## src/rtl/arc4_pkg.sv

```systemverilog
// Shared types, constants and key helper for the ARC4 encryption datapath.
package arc4_pkg;

    localparam int         SBOX_SIZE     = 256;
    localparam logic [7:0] LEN_ADDR      = 8'h00;
    localparam int         KEY_BYTES_MAX = 16;

    typedef enum logic [4:0] {
        ST_IDLE,
        ST_INIT,
        ST_KSA_READ_SI,
        ST_KSA_WAIT_SI,
        ST_KSA_READ_SJ,
        ST_KSA_WAIT_SJ,
        ST_KSA_WRITE_SI,
        ST_KSA_WRITE_SJ,
        ST_LEN_READ,
        ST_LEN_WAIT,
        ST_LEN_WRITE,
        ST_PRGA_READ_SI,
        ST_PRGA_WAIT_SI,
        ST_PRGA_READ_SJ,
        ST_PRGA_WAIT_SJ,
        ST_PRGA_WRITE_SI,
        ST_PRGA_WRITE_SJ,
        ST_PRGA_READ_PAD,
        ST_PRGA_WAIT_PAD,
        ST_PRGA_WRITE_CT,
        ST_DONE
    } arc4_state_e;

    // Byte idx of an nbytes-wide key held right-aligned in key; byte 0 is the MSB byte.
    function automatic logic [7:0] keybyte(input logic [8*KEY_BYTES_MAX-1:0] key,
                                           input logic [7:0] nbytes,
                                           input logic [7:0] idx);
        logic [8*KEY_BYTES_MAX-1:0] shifted;
        logic [7:0]                 pos;
        pos     = nbytes - idx - 8'd1;
        shifted = key >> {pos, 3'b000};
        return shifted[7:0];
    endfunction

endpackage

```

## src/rtl/arc4_encrypt_if.sv

```systemverilog
// Handshake and PT/CT memory bus of the ARC4 encryptor.
interface arc4_encrypt_if #(parameter int KEY_BYTES = 3);
    logic                   en;
    logic                   rdy;
    logic [8*KEY_BYTES-1:0] key;
    logic [7:0]             pt_addr;
    logic [7:0]             pt_rddata;
    logic [7:0]             ct_addr;
    logic [7:0]             ct_wrdata;
    logic                   ct_wren;

    modport master (output en, key, pt_rddata,
                    input  rdy, pt_addr, ct_addr, ct_wrdata, ct_wren);
    modport slave  (input  en, key, pt_rddata,
                    output rdy, pt_addr, ct_addr, ct_wrdata, ct_wren);
endinterface

```

## src/rtl/s_mem.sv

```systemverilog
// 256x8 single-port synchronous RAM holding the ARC4 S-box.
module s_mem
    import arc4_pkg::*;
(
    input  logic [7:0] address,
    input  logic       clock,
    input  logic [7:0] data,
    input  logic       wren,
    output logic [7:0] q
);

    logic [7:0] mem_q [SBOX_SIZE];

    // Registered read port with write-enable.
    always_ff @(posedge clock) begin
        if (wren) begin
            mem_q[address] <= data;
        end
        q <= mem_q[address];
    end

endmodule

```

## src/rtl/arc4_encrypt.sv

```systemverilog
// ARC4 encryptor: INIT, KSA and PRGA over a private S-box, length-prefixed PT -> CT.
module arc4_encrypt
    import arc4_pkg::*;
#(
    parameter int KEY_BYTES = 3
)(
    input  logic           clk,
    input  logic           rst,
    arc4_encrypt_if.slave  bus_if
);

    localparam logic [7:0] KEY_NUM  = 8'(KEY_BYTES);
    localparam logic [7:0] KEY_LAST = 8'(KEY_BYTES - 1);

    arc4_state_e            state_q;
    logic                   rdy_q;
    logic [8*KEY_BYTES-1:0] key_q;
    logic [7:0]             i_q, j_q, kidx_q, len_q, si_q, sj_q, pt_q;
    logic [8:0]             k_q;
    logic [7:0]             s_addr_q, s_data_q;
    logic                   s_wren_q;
    logic [7:0]             pt_addr_q, ct_addr_q, ct_wrdata_q;
    logic                   ct_wren_q;

    logic [8*KEY_BYTES_MAX-1:0] key_ext_s;
    logic [7:0]                 kb_s, s_q_s;
    logic [7:0]                 i_inc_d, j_ksa_d, j_prga_d, pad_addr_d;

    s_mem u_s_mem (
        .address (s_addr_q),
        .clock   (clk),
        .data    (s_data_q),
        .wren    (s_wren_q),
        .q       (s_q_s)
    );

    // Index arithmetic, all modulo 256.
    always_comb begin
        key_ext_s                  = '0;
        key_ext_s[8*KEY_BYTES-1:0] = key_q;
        kb_s       = keybyte(key_ext_s, KEY_NUM, kidx_q);
        i_inc_d    = i_q + 8'd1;
        j_ksa_d    = j_q + s_q_s + kb_s;
        j_prga_d   = j_q + s_q_s;
        pad_addr_d = si_q + sj_q;
    end

    // Control FSM; RAM controls are registered, so each read needs one wait state.
    always_ff @(posedge clk) begin
        if (rst) begin
            state_q     <= ST_IDLE;
            rdy_q       <= 1'b1;
            key_q       <= '0;
            i_q         <= 8'd0;
            j_q         <= 8'd0;
            kidx_q      <= 8'd0;
            len_q       <= 8'd0;
            si_q        <= 8'd0;
            sj_q        <= 8'd0;
            pt_q        <= 8'd0;
            k_q         <= 9'd0;
            s_addr_q    <= 8'd0;
            s_data_q    <= 8'd0;
            s_wren_q    <= 1'b0;
            pt_addr_q   <= 8'd0;
            ct_addr_q   <= 8'd0;
            ct_wrdata_q <= 8'd0;
            ct_wren_q   <= 1'b0;
        end else begin
            ct_wren_q <= 1'b0;
            s_wren_q  <= 1'b0;
            case (state_q)
                ST_IDLE: begin
                    if (bus_if.en) begin
                        key_q     <= bus_if.key;
                        rdy_q     <= 1'b0;
                        i_q       <= 8'd0;
                        pt_addr_q <= LEN_ADDR;
                        state_q   <= ST_INIT;
                    end
                end
                ST_INIT: begin
                    s_addr_q <= i_q;
                    s_data_q <= i_q;
                    s_wren_q <= 1'b1;
                    i_q      <= i_inc_d;
                    if (i_inc_d == 8'd0) begin
                        j_q     <= 8'd0;
                        kidx_q  <= 8'd0;
                        state_q <= ST_KSA_READ_SI;
                    end
                end
                ST_KSA_READ_SI: begin
                    s_addr_q <= i_q;
                    state_q  <= ST_KSA_WAIT_SI;
                end
                ST_KSA_WAIT_SI: state_q <= ST_KSA_READ_SJ;
                ST_KSA_READ_SJ: begin
                    si_q     <= s_q_s;
                    j_q      <= j_ksa_d;
                    s_addr_q <= j_ksa_d;
                    state_q  <= ST_KSA_WAIT_SJ;
                end
                ST_KSA_WAIT_SJ: state_q <= ST_KSA_WRITE_SI;
                ST_KSA_WRITE_SI: begin
                    sj_q     <= s_q_s;
                    s_addr_q <= i_q;
                    s_data_q <= s_q_s;
                    s_wren_q <= 1'b1;
                    state_q  <= ST_KSA_WRITE_SJ;
                end
                ST_KSA_WRITE_SJ: begin
                    s_addr_q <= j_q;
                    s_data_q <= si_q;
                    s_wren_q <= 1'b1;
                    i_q      <= i_inc_d;
                    kidx_q   <= (kidx_q == KEY_LAST) ? 8'd0 : kidx_q + 8'd1;
                    state_q  <= (i_q == 8'hFF) ? ST_LEN_READ : ST_KSA_READ_SI;
                end
                ST_LEN_READ: begin
                    pt_addr_q <= LEN_ADDR;
                    state_q   <= ST_LEN_WAIT;
                end
                ST_LEN_WAIT: state_q <= ST_LEN_WRITE;
                ST_LEN_WRITE: begin
                    len_q       <= bus_if.pt_rddata;
                    ct_addr_q   <= LEN_ADDR;
                    ct_wrdata_q <= bus_if.pt_rddata;
                    ct_wren_q   <= 1'b1;
                    i_q         <= 8'd0;
                    j_q         <= 8'd0;
                    k_q         <= 9'd1;
                    state_q     <= (bus_if.pt_rddata == 8'd0) ? ST_DONE : ST_PRGA_READ_SI;
                end
                // PT[k] is fetched alongside S[i] and captured with it.
                ST_PRGA_READ_SI: begin
                    i_q       <= i_inc_d;
                    s_addr_q  <= i_inc_d;
                    pt_addr_q <= k_q[7:0];
                    state_q   <= ST_PRGA_WAIT_SI;
                end
                ST_PRGA_WAIT_SI: state_q <= ST_PRGA_READ_SJ;
                ST_PRGA_READ_SJ: begin
                    si_q     <= s_q_s;
                    pt_q     <= bus_if.pt_rddata;
                    j_q      <= j_prga_d;
                    s_addr_q <= j_prga_d;
                    state_q  <= ST_PRGA_WAIT_SJ;
                end
                ST_PRGA_WAIT_SJ: state_q <= ST_PRGA_WRITE_SI;
                ST_PRGA_WRITE_SI: begin
                    sj_q     <= s_q_s;
                    s_addr_q <= i_q;
                    s_data_q <= s_q_s;
                    s_wren_q <= 1'b1;
                    state_q  <= ST_PRGA_WRITE_SJ;
                end
                ST_PRGA_WRITE_SJ: begin
                    s_addr_q <= j_q;
                    s_data_q <= si_q;
                    s_wren_q <= 1'b1;
                    state_q  <= ST_PRGA_READ_PAD;
                end
                ST_PRGA_READ_PAD: begin
                    s_addr_q <= pad_addr_d;
                    state_q  <= ST_PRGA_WAIT_PAD;
                end
                ST_PRGA_WAIT_PAD: state_q <= ST_PRGA_WRITE_CT;
                ST_PRGA_WRITE_CT: begin
                    ct_addr_q   <= k_q[7:0];
                    ct_wrdata_q <= s_q_s ^ pt_q;
                    ct_wren_q   <= 1'b1;
                    k_q         <= k_q + 9'd1;
                    state_q     <= (k_q == {1'b0, len_q}) ? ST_DONE : ST_PRGA_READ_SI;
                end
                ST_DONE: begin
                    rdy_q   <= 1'b1;
                    state_q <= ST_IDLE;
                end
                default: begin
                    rdy_q   <= 1'b1;
                    state_q <= ST_IDLE;
                end
            endcase
        end
    end

    assign bus_if.rdy       = rdy_q;
    assign bus_if.pt_addr   = pt_addr_q;
    assign bus_if.ct_addr   = ct_addr_q;
    assign bus_if.ct_wrdata = ct_wrdata_q;
    assign bus_if.ct_wren   = ct_wren_q;

endmodule

```

## src/flat_wrapper.sv

```systemverilog
// flat-port wrapper written by rule: the top's interface ports become plain ports
module arc4_encrypt_flat import arc4_pkg::*;
#(
    parameter int KEY_BYTES = 3
)
  (clk, rst, bus_if_en, bus_if_key, bus_if_pt_rddata, bus_if_rdy, bus_if_pt_addr, bus_if_ct_addr, bus_if_ct_wrdata, bus_if_ct_wren);
  arc4_encrypt_if #(.KEY_BYTES(KEY_BYTES)) bus_if_i ();
  input  logic clk;
  input  logic rst;
  input wire logic [$bits(bus_if_i.en)-1:0] bus_if_en;
  input wire logic [$bits(bus_if_i.key)-1:0] bus_if_key;
  input wire logic [$bits(bus_if_i.pt_rddata)-1:0] bus_if_pt_rddata;
  output wire logic [$bits(bus_if_i.rdy)-1:0] bus_if_rdy;
  output wire logic [$bits(bus_if_i.pt_addr)-1:0] bus_if_pt_addr;
  output wire logic [$bits(bus_if_i.ct_addr)-1:0] bus_if_ct_addr;
  output wire logic [$bits(bus_if_i.ct_wrdata)-1:0] bus_if_ct_wrdata;
  output wire logic [$bits(bus_if_i.ct_wren)-1:0] bus_if_ct_wren;
  assign bus_if_i.en = bus_if_en;
  assign bus_if_i.key = bus_if_key;
  assign bus_if_i.pt_rddata = bus_if_pt_rddata;
  assign bus_if_rdy = bus_if_i.rdy;
  assign bus_if_pt_addr = bus_if_i.pt_addr;
  assign bus_if_ct_addr = bus_if_i.ct_addr;
  assign bus_if_ct_wrdata = bus_if_i.ct_wrdata;
  assign bus_if_ct_wren = bus_if_i.ct_wren;
  arc4_encrypt #(.KEY_BYTES(KEY_BYTES)) u_core (.clk(clk), .rst(rst), .bus_if(bus_if_i));
endmodule
```

## config.mk

```make
export PLATFORM = sky130hd
export DESIGN_NAME = arc4_encrypt_flat
export DESIGN_NICKNAME = d
export VERILOG_FILES = /design/src/rtl/arc4_pkg.sv /design/src/rtl/arc4_encrypt_if.sv /design/src/rtl/s_mem.sv /design/src/rtl/arc4_encrypt.sv /design/src/flat_wrapper.sv
export SDC_FILE = /design/constraint.sdc
export NUM_CORES = 2
export LEC_CHECK = 0
export BUFFER_PORTS_ARGS = -buffer_cell sky130_fd_sc_hd__buf_2
export CORE_MARGIN = 1.5
export CORE_UTILIZATION = 45
export CTS_BUF_LIST = sky130_fd_sc_hd__clkbuf_2
export CTS_CLUSTER_DIAMETER = 120
export CTS_CLUSTER_SIZE = 12
export DETAILED_ROUTE_END_ITERATION = 10
export SETUP_SLACK_MARGIN = 0.02
export SYNTH_ARGS = -nofsm -noshare
export SYNTH_HDL_FRONTEND = slang
export SYNTH_SLANG_ARGS = --single-unit
```

## constraint.sdc

```tcl
create_clock -name clk -period 3.98 [get_ports clk]
set_input_delay 0.796 -clock clk [delete_from_list [all_inputs] [get_ports clk]]
set_output_delay 0.796 -clock clk [all_outputs]
set_load 0.005 [all_outputs]
```

# Word-level counts from Yosys, hierarchy flattened
# Memories as Yosys holds them, arrays and structs flattened. A register that Yosys moved wholly into a read port is not among the register bits.
# Index checks and enable logic that the tools add are counted.
# op_classes
add_sub_neg	8
eq_ne	24
shift	1
muxes	24
bitwise_logic	2
n_reduce_logical	25
# op_table
cell	count
5-bit case mux with 20 select lines	1
8-bit case mux with 3 select lines	3
8-bit case mux with 2 select lines	3
8-bit case mux with 6 select lines	1
5-bit by 4-bit equality test with 1-bit output (second input constant)	8
8-bit case mux with 4 select lines	1
8-bit adder	3
8-bit two-way mux	3
24-bit by 11-bit >> shifter with 8-bit output	1
5-bit by 3-bit equality test with 1-bit output (second input constant)	4
5-bit equality test (second input constant)	4
5-bit two-way mux	4
19-bit OR reduction	1
9-bit case mux with 2 select lines	1
8-bit by 1-bit adder with 8-bit output (second input constant)	2
8-bit zero test	2
2-bit AND reduction	7
5-bit by 2-bit equality test with 1-bit output (second input constant)	2
9-bit by 1-bit adder with 9-bit output (second input constant)	1
9-bit by 8-bit equality test with 1-bit output	1
3-bit nonzero test	3
8-bit by 2-bit equality test with 1-bit output (second input constant)	1
8-bit equality test (second input constant)	1
2-bit OR reduction	4
17 further kinds	22
# totals
regBits	137
ramBits	2048
memories	1
# memory_table
memory	words	word_bits	read_ports	rd_ports_with_merged_regs	wr	line	text
u_core.u_s_mem.mem_q	256	8	1	1	1	s_mem.sv:12	logic [7:0] mem_q [SBOX_SIZE];

# Depth between registers and ports, before layout
# logic_depth
word_depth	5
mapped_depth	18
depth_no_buf	15

# Hierarchy
# A second synthesis with hierarchy kept.
# unflattened
hier_cells	4468
area_unflattened_um2	85769.8
# modules_own_cells
module	instances	cells_per_inst	area_each_um2
s_mem	1	3547	78492.8
arc4_encrypt	1	921	7277.0

# Worst setup path before layout
# OpenSTA, ideal clock, no wires.
# synth_timing
path_kind	reg-to-reg
start	register u_core.s_data_q[0]
end	memory u_core.u_s_mem.mem_q[0][0], data pin
t_arrival_ns	3.398
t_required_ns	3.124
path_slack_ns	-0.273
path_stages_with_launch	1
synth_period_minus_slack_ns	4.253
cell_sequence	dfxtp_1
# synth_lines
element	line	text
from (decl)	arc4_encrypt.sv:20	logic [7:0] s_addr_q, s_data_q;
from (signal assigned)	arc4_encrypt.sv:84	s_data_q <= i_q;
from (signal assigned)	arc4_encrypt.sv:108	s_data_q <= s_q_s;
from (signal assigned)	arc4_encrypt.sv:114	s_data_q <= si_q;
to (decl)	s_mem.sv:12	
# Straight into the memory's write port.

# Worst setup path after layout
# layout_timing
start	register u_core.state_q[1]
end	register u_core.key_q[7]
# layout_between
elab_chain_len	2
# layout_lines
element	line	text
from (decl)	arc4_encrypt.sv:15	arc4_state_e state_q;
from (signal assigned)	arc4_encrypt.sv:118	state_q <= (i_q == 8'hFF) ? ST_LEN_READ : ST_KSA_READ_SI;
from (signal assigned)	arc4_encrypt.sv:133	state_q <= (bus_if.pt_rddata == 8'd0) ? ST_DONE : ST_PRGA_READ_SI;
from (signal assigned)	arc4_encrypt.sv:174	state_q <= (k_q == {1'b0, len_q}) ? ST_DONE : ST_PRGA_READ_SI;
5-bit zero test	arc4_encrypt.sv:72	case (state_q)
2-bit AND reduction (no line)	--	
to (signal assigned)	arc4_encrypt.sv:75	key_q <= bus_if.key;
to (decl)	arc4_encrypt.sv:17	logic [8*KEY_BYTES-1:0] key_q;
# No other way between the ends.
# A chain may end at the register's enable or synchronous reset.

==> flow_summary.ini <==
[run_status]
status = complete, no violations

[floorplan]
fp.dieH_um = 441
dieArea_um2 = 195000
io_pins = 61
initial_utilization = 0.454
num_rows = 160
core-area_um2 = 190000
fp.dieW_um = 441

[clock_network]
hold_buffers = 126
clock-sinks = 2193
clockRootBuffer = clkbuf_2
cts_tree = yes
cts_buffers = 201
ctsResizeCount = 0
clock_path_buffers = 3
clk_pin_slew_worst_paths_ns = 0.26
htreeDepth = 4
insertion_delay_ns = 1.92
cts_setup_buffers = 0

[finish]
fin_cells = 7506
largest-register = u_core.u_s_mem.mem_q
layout-drive-gt1-share = 0.262
synthToLayoutAreaGrowth_pct = 9.83
final_area_um2 = 94900
top_regs = u_core.u_s_mem.mem_q x2048, u_core.key_q x24, u_core.k_q x9
layout.nets = 4979
largest_reg_flops = 2048

[yosys]
synth_simple_gate_area_share = 0.0395
ys_seq_elements = 2193
synth-edff-count = 2048
synth_mux_area_frac = 0.156
synth_top_family_by_area = multiplexers
netlist_area_um2 = 86400
synthFlopType = edfxtp_1
synthesis.nets = 4503
synth_cell_types = 69
yosysSeqAreaShare = 0.745
postSynthAreaPerCell_um2 = 19.5
syn_inst = 4440
synthAdderAreaFrac = 0.00432
synth-xor-area-share = 0.00413
synth_warnings = 0
async_reset_ff_frac = 0
synth_compound_area_frac = 0.0351

[place]
numPortBuffers = 60
pre_cts_ws_ns = 0.404
hpwl_um = 142000
placed_area_um2 = 92000
globalplace.congestion = 0.897
dp.cells = 7098

[grt]
grt_first_pass_wirelength_um = 325000
grt_usage = 0.233
grt_use_met3 = 0.0462
use_met1 = 0.330
busiest_layer = met2
grt_max_degree = 125
grt_pass1_vias = 45300
met2_usage = 0.366
antenna_found_initial = 8
grt-ovfl-total = 0

[detailed_routing]
drc = 0
ant_nets = 0
drt_iter0_drc = 5083
vias_per_cell = 6.03
dr.pass1.iters = 8
routedWlPerCell_um = 30.2
finalWirelength_um = 227000
vias = 45300

[sta]
clock_skew_ns = 0.205
rsz0062_at_grt = false
fin_ws_ns = 0.302
fin_crit_ns = 3.68
slew_headroom = 0.149
finalSetupViolations = 0
fmax_ghz = 0.272
tightest_slew_ns = 1.28
slew_violations = 0
hold_viol = 0
fin_crit_sh = 0.924

[power_and_ir_drop]
leakage_nw = 29.5
vdd_ir_drop_max_uv = 273
power_density_nw_per_um2 = 434

[run]
max_cap_violations = 0

[critical_path]
crit_family = simple AND/OR/NAND/NOR gates
crit_fanout = 24
path_buf_inv = 2
critPathLaunchType = flop
crit_path_cell_trace = or2_2 -> nor2_1 -> and3_1 -> nand2_1 -> dlygate4sd3_1 -> a21oi_1 -> dlygate4sd3_1
critical_path_class = flop to flop
cp_common_cell = dlygate4sd3_1
crit_arrival_ns = 5.44
required_ns = 5.74
crit_path_end_kind = flop
critPathMaxStageDelay_ns = 0.77
reg2reg_slack_ns = 0.30
slowest_stage = and3_1

[worst_hold_path]
hold_class = input pin to flop
[layout by cell type (no fill, tap or decap), drive strengths merged, types with 7 or more instances in the layout]
| cell type | instances |
|---|---|
| nor2b | 25 |
| or2 | 7 |
| nand3 | 54 |
| a221oi | 26 |
| and2 | 15 |
| clkbuf | 262 |
| buf | 429 |
| o32ai | 11 |
| dlygate4sd3 | 124 |
| nand2 | 196 |
| a22oi | 82 |
| a31oi | 14 |
| o21ai | 39 |
| nand2b | 21 |
| or3 | 11 |
| xor2 | 15 |
| o22ai | 37 |
| a21oi | 121 |
| a22o | 23 |
| nand4 | 11 |
| nor4 | 12 |
| inv | 26 |
| and3 | 13 |
| xnor2 | 23 |
| nor2 | 368 |
| nor3 | 47 |
| edfxtp | 2048 |
| ha | 25 |
| dfxtp | 145 |
| mux2i | 81 |
| mux4 | 559 |
| a211oi | 17 |
| a311oi | 17 |
[power breakdown]
part	internal, mW	leakage [nW]	switching [mW]
combinational	2.37	8.33	3.24
clock	2.05	1.18	7.03
sequential	25.9	20.0	0.561
[per-stage QoR]
stage | power [mW] | hold WS (ns) | setup TNS [ns] | util
floorplan | 30.1 | 0.436 | -0.0254 | -
finish | 41.1 | 0.365 | 0 | 0.498
global placement | 32.4 | 0.443 | 0 | 0.483
detailed placement | 32.5 | 0.449 | 0 | 0.483
global route | 42.5 | 0.215 | 0 | 0.498
CTS | 41.4 | 0.0983 | 0 | 0.498
[layer usage]
metal  vias to the layer above  routed length [um]
met3                       336               17500
met4                         4                6840
met2                      1777              107000
li1                      19000                   -
met1                     24100               94900
met5                         -                  27
[worst paths after layout]
| check | startpoint | to | cells past startpoint |
|---|---|---|---|
| setup reg to reg | u_core.state_q[1]$_SDFFE_PP0P_ | u_core.key_q[7]$_SDFFE_PP0P_ | 7 |
| setup / recovery | u_core.state_q[1]$_SDFFE_PP0P_ | u_core.key_q[7]$_SDFFE_PP0P_ | 7 |
| hold reg to reg | u_core.len_q[3]$_SDFFE_PP0N_ | u_core.len_q[3]$_SDFFE_PP0N_ | 2 |
| hold / removal | bus_if_pt_rddata[1] | u_core.len_q[1]$_SDFFE_PP0N_ | 5 |
[layout make-up]
type / instances / area (um^2)
antenna: 5 / 12.5
clock buffer: 262 / 1310
clock inverter: 15 / 214
fill: 15400 / 95500
inverter: 24 / 90.1
multi-input combinational: 1943 / 20700
sequential: 2193 / 64400
tap: 2511 / 3140
timing repair buffer: 553 / 4980
[kinds of logic (layout without fill, tap and decap cells)]
family                     Yosys count  after routing
buffers and inverters              304            854
muxes                              643            643
AOI/OAI and AO/OA                  444            444
adders and majority gates           28             28
DFF                               2193           2193
and+or+nand+nor                    789            789
other                                0              5
xor gates and xnor gates            39             39
[worst reg2reg max path, cell delays in order (launching register included)]
cell	delay, ns
dfxtp_1	0.60
or2_2	0.44
nor2_1	0.27
and3_1	0.77
nand2_1	0.15
dlygate4sd3_1	0.61
a21oi_1	0.17
dlygate4sd3_1	0.58
[synth_stat cells (all sizes together), types with 4 or more instances]
library cell	n	area, um^2
a21oi	121	606
nand3	54	270
inv	23	86.3
o211ai	4	30.0
and3	13	81.3
a21o	4	30.0
and2	15	93.8
mux2i	81	811
nand2	196	736
nand4	11	68.8
or2	7	43.8
xnor2	23	201
nor2b	25	156
buf	118	678
nor4	12	75.1
ha	25	313
edfxtp	2048	61500
a22oi	82	616
a22o	23	201
a221oi	26	228
nor2	368	1380
a31oi	14	87.6
o32ai	11	96.3
xor2	15	131
or3	11	68.8
a311oi	17	149
nand2b	21	131
dfxtp	145	2900
o21ai	39	195
o21bai	5	37.5
o22ai	37	231
o31ai	4	30.0
a211oi	17	128
clkbuf	162	609
mux4	559	12600
a221o	4	40.0
nor3	47	235
Note: power is estimated with default switching activity, not from simulation.
